### src/rtl/mips_pkg.sv
// Shared MIPS datapath constants: register-file geometry and architecturally
// named registers used by the decode and jump/link logic.
package mips_pkg;

    localparam int unsigned REG_ADDR_W = 5;
    localparam int unsigned DATA_W     = 32;
    localparam int unsigned NUM_REGS   = 2 ** REG_ADDR_W;

    localparam logic [REG_ADDR_W-1:0] REG_ZERO = 5'd0;
    localparam logic [REG_ADDR_W-1:0] REG_SP   = 5'd29;
    localparam logic [REG_ADDR_W-1:0] REG_RA   = 5'd31;

endpackage : mips_pkg

### src/rtl/reg_write_decoder.sv
// Write-address decoder: turns an enabled register address into one-hot load
// enables. Register 0 is hardwired, so its enable is never raised.
module reg_write_decoder #(
    parameter int unsigned ADDR_W = mips_pkg::REG_ADDR_W
) (
    input  logic                   en,
    input  logic [ADDR_W-1:0]      addr,
    output logic [2**ADDR_W-1:0]   onehot
);

    always_comb begin
        onehot = '0;
        if (en && (addr != '0)) begin
            onehot[addr] = 1'b1;
        end
    end

endmodule : reg_write_decoder

### src/rtl/mips_reg_file.sv
// 32 x 32 MIPS general-purpose register file: one synchronous write port and
// two combinational read ports, with optional same-cycle write forwarding.
module mips_reg_file #(
    parameter int unsigned DATA_W = mips_pkg::DATA_W,
    parameter int unsigned ADDR_W = mips_pkg::REG_ADDR_W,
    parameter int unsigned BYPASS = 0
) (
    input  logic              clk,
    input  logic              reset,
    input  logic              we,
    input  logic [ADDR_W-1:0] wa,
    input  logic [DATA_W-1:0] wd,
    input  logic [ADDR_W-1:0] ra1,
    input  logic [ADDR_W-1:0] ra2,
    output logic [DATA_W-1:0] rd1,
    output logic [DATA_W-1:0] rd2
);

    localparam int unsigned NumRegs = 2 ** ADDR_W;

    logic [NumRegs-1:0] wr_en;
    logic [DATA_W-1:0]  regs_q [NumRegs];
    logic [DATA_W-1:0]  regs_d [NumRegs];
    logic               wr_live;
    logic               fwd1;
    logic               fwd2;

    // Gating with reset keeps a write from landing when reset wins the edge.
    reg_write_decoder #(
        .ADDR_W (ADDR_W)
    ) u_wr_dec (
        .en     (we & ~reset),
        .addr   (wa),
        .onehot (wr_en)
    );

    always_comb begin
        for (int i = 0; i < NumRegs; i++) begin
            regs_d[i] = wr_en[i] ? wd : regs_q[i];
        end
    end

    always_ff @(posedge clk) begin
        if (reset) begin
            for (int i = 0; i < NumRegs; i++) begin
                regs_q[i] <= '0;
            end
        end else begin
            for (int i = 0; i < NumRegs; i++) begin
                regs_q[i] <= regs_d[i];
            end
        end
    end

    assign wr_live = we && !reset && (wa != '0);
    assign fwd1    = (BYPASS != 0) && wr_live && (ra1 == wa);
    assign fwd2    = (BYPASS != 0) && wr_live && (ra2 == wa);

    always_comb begin
        rd1 = '0;
        if (ra1 != '0) begin
            rd1 = fwd1 ? wd : regs_q[ra1];
        end
    end

    always_comb begin
        rd2 = '0;
        if (ra2 != '0) begin
            rd2 = fwd2 ? wd : regs_q[ra2];
        end
    end

endmodule : mips_reg_file
### config.mk
export PLATFORM = sky130hd
export DESIGN_NAME = mips_reg_file
export DESIGN_NICKNAME = d
export VERILOG_FILES = /design/src/rtl/mips_pkg.sv /design/src/rtl/reg_write_decoder.sv /design/src/rtl/mips_reg_file.sv
export SDC_FILE = /design/constraint.sdc
export NUM_CORES = 1
export LEC_CHECK = 0
export ABC_CLOCK_PERIOD_IN_PS = 5840
export BUFFER_PORTS_ARGS = -buffer_cell sky130_fd_sc_hd__buf_2
export CAP_MARGIN = 10
export CORE_MARGIN = 2
export CORE_UTILIZATION = 60
export CTS_CLUSTER_DIAMETER = 120
export DETAILED_ROUTE_END_ITERATION = 6
export GPL_ROUTABILITY_DRIVEN = 1
export PLACE_DENSITY = 0.77
export SLEW_MARGIN = 40
export SYNTH_ARGS = -nofsm -noshare
export SYNTH_HDL_FRONTEND = slang
export SYNTH_SLANG_ARGS = --single-unit
### constraint.sdc
create_clock -name clk -period 5.84 [get_ports clk]
set_input_delay 0 -clock clk [delete_from_list [all_inputs] [get_ports clk]]
set_output_delay 0 -clock clk [all_outputs]
set_load 0.05 [all_outputs]
==> flow_summary.json <==
{
  "outcome": "completed",
  "fillerInstances": 5435,
  "synth_top_area_cell": "edfxtp_1",
  "drc": 0,
  "grt_max_degree": 81,
  "ys_types": 41,
  "path_buf_inv": 4,
  "crit_path_start_kind": "input pin",
  "maxCapViolations": 0,
  "die_h_um": 297,
  "peakVddDrop_mv": 0.243,
  "maxSlewViolCount": 0,
  "cts_made_buffers": 106,
  "largestRegisters": "regs_q x1024",
  "netlist_instances": 3055,
  "io_pins": 114,
  "dr.pass1.iters": 6,
  "ctsResizeCount": 0,
  "drtIter0Drc": 5696,
  "synth_most_common_cell": "edfxtp_1",
  "tightest_slew_ns": 0.957,
  "die_x_um": 297,
  "clock_sinks": 1024,
  "cp-end-kind": "primary output",
  "yosys_warnings": 0,
  "setup_viol": 0,
  "hold_viol_final": 0,
  "post-route-util_pct": 67.7,
  "drive_gt1_share_pct": 29.0,
  "ys.flop_type": "edfxtp_1",
  "via_per_inst": 7.56,
  "cpLargestDelayFamily": "buffers and inverters",
  "timing.final.crit_period_ns": 3.58,
  "largest_reg_flops": 1024,
  "routedWlPerCell_um": 37.0,
  "max_slew_margin_pct": 35.5,
  "cts_tree": "yes",
  "rsz0062_at_grt": "no",
  "die_area_um2": 88100,
  "grt_pass1_vias": 32875,
  "std_cell_rows": 107,
  "yosysTopAreaCellShare_pct": 59.8,
  "gp_congestion": 0.935,
  "start_util_pct": 60.5,
  "multi_input_area_um2": 19900,
  "mappedNetlistArea_um2": 51400,
  "total_leakage_power_nw": 19.5,
  "path_depth": 7,
  "synth_top_cells_by_count": "edfxtp_1, and2_1, mux4_2",
  "syn_to_final_growth_pct": 11.8,
  "whs_ns": 0.0596,
  "yosysSeqAreaShare_pct": 59.8,
  "max_freq_mhz": 280,
  "ys_top_cells_by_area": "edfxtp_1, mux4_2, and2_1",
  "critPathKind": "input pin to primary output",
  "hold_path_class": "input pin to register",
  "cts_root_buf": "clkbuf_16",
  "synth_edf_count": 1024,
  "path_clk_slew_ns": 0.06,
  "p_per_area_nw_per_um2": 317,
  "nets": 3194,
  "globalRouteTotalUtil_pct": 36.7,
  "power_mw": 18.2,
  "min_path_cells": 2,
  "post-route-period-util_pct": 61.2,
  "drt_wl_total_mm": 162,
  "path_cells": "buf_8, buf_16, buf_4, or4_1, o21ai_0, a311oi_1, buf_2",
  "critical_path.max_stage_delay_ns": 0.82,
  "grt_pass1_wl_mm": 232,
  "dp_hpwl_mm": 97.1,
  "htreeDepth": 3,
  "cts_buffer_depth": 3,
  "vias": 33102,
  "core_area_um2": 85000,
  "regArea_um2": 30700,
  "final.setup.tns_ns": 0,
  "numPortBuffers": 113,
  "critPathRequiredTime_ns": 5.84,
  "critPathSlowestCell": "a311oi_1",
  "synth-seq-cells": 1024,
  "ys_async_sr_fraction_pct": 0,
  "antenna_found_initial": 17,
  "cp_data_arrival_time_ns": 3.58,
  "gr-total-overflow": 0,
  "ant_nets": 0,
  "synth_area_per_cell_um2": 16.8,
  "largest-register": "regs_q",
  "path_max_fanout": 43
}
layout by cell type, fill, tap and decap left out, types with 8 or more instances in the layout:
| master | count |
|---|---|
| clkinv_2 | 20 |
| o21ai_1 | 25 |
| mux2_2 | 32 |
| clkbuf_1 | 21 |
| o2111ai_1 | 15 |
| a31oi_1 | 32 |
| bufinv_16 | 11 |
| dlygate4sd3_1 | 36 |
| buf_16 | 8 |
| nor2b_2 | 31 |
| a221o_1 | 32 |
| a311oi_1 | 31 |
| o21ai_4 | 22 |
| nand2_1 | 34 |
| conb_1 | 32 |
| buf_4 | 77 |
| edfxtp_1 | 1024 |
| a211oi_1 | 31 |
| clkbuf_16 | 111 |
| a221oi_1 | 49 |
| clkinv_1 | 16 |
| o21ai_0 | 56 |
| buf_2 | 106 |
| a22oi_1 | 64 |
| clkinvlp_4 | 8 |
| mux4_2 | 448 |
| nor2_2 | 11 |
| nor2b_1 | 37 |
| and2_1 | 544 |
| mux2i_1 | 192 |
layer usage:
layer | share of wire, % | global-route usage (%) | vias up
met5 | 0.073 | 0 | -
met4 | 5.3 | 17.3 | 18
met3 | 16 | 11.5 | 609
met2 | 46 | 55.0 | 3171
met1 | 33 | 49.4 | 16746
li1 | - | - | 12558
metrics by stage:
stage / cells / setup slack (ns) / area [um2]
CTS: 4373 / 2.38 / 57400
finish: 4380 / 2.26 / 57500
floorplan: 3086 / 2.37 / 51600
global route: 4378 / 2.34 / 57500
global placement: 4131 / 2.43 / 53300
detailed placement: 4143 / 2.40 / 53600
timing repair:
action,in CTS,in global routing
endpoints found under the hold margin,559,0
hold buffers,36,0
setup buffers,0,0
kinds of logic (layout without fill, tap and decap cells):
kind of cell / count (synthesis) / count (layout) / share of synthesized area [%]
compound gates: 362 / 362 / 5.09
buf+inv: 297 / 441 / 2.80
flops: 1024 / 1024 / 59.8
mux: 672 / 672 / 24.0
other cells: 1 / 38 / 0.00729
simple gates: 699 / 699 / 8.28
cell type report:
cell class	count	area share, %
sequential	1024	53.5
multi-input combinational	1765	34.6
clock buffer	132	4.97
timing repair buffer	244	3.41
tap	1144	2.49
clock inverter	62	1.07
inverter	3	0.0283
antenna	6	0.0261
worst paths after layout:
kind  startpoint              to
max       ra2[1]          rd2[4]
min        wa[1]  regs_q[20][25]
where the power goes:
group | leakage (nW) | switching [mW] | internal (mW) | total (mW)
logic | 8.03 | 1.55 | 0.939 | 2.49
registers | 9.82 | 0.284 | 8.64 | 8.92
clock network | 1.68 | 2.89 | 3.95 | 6.84
total | 19.5 | 4.73 | 13.5 | 18.2
Note: power is estimated with default switching activity, not from simulation.
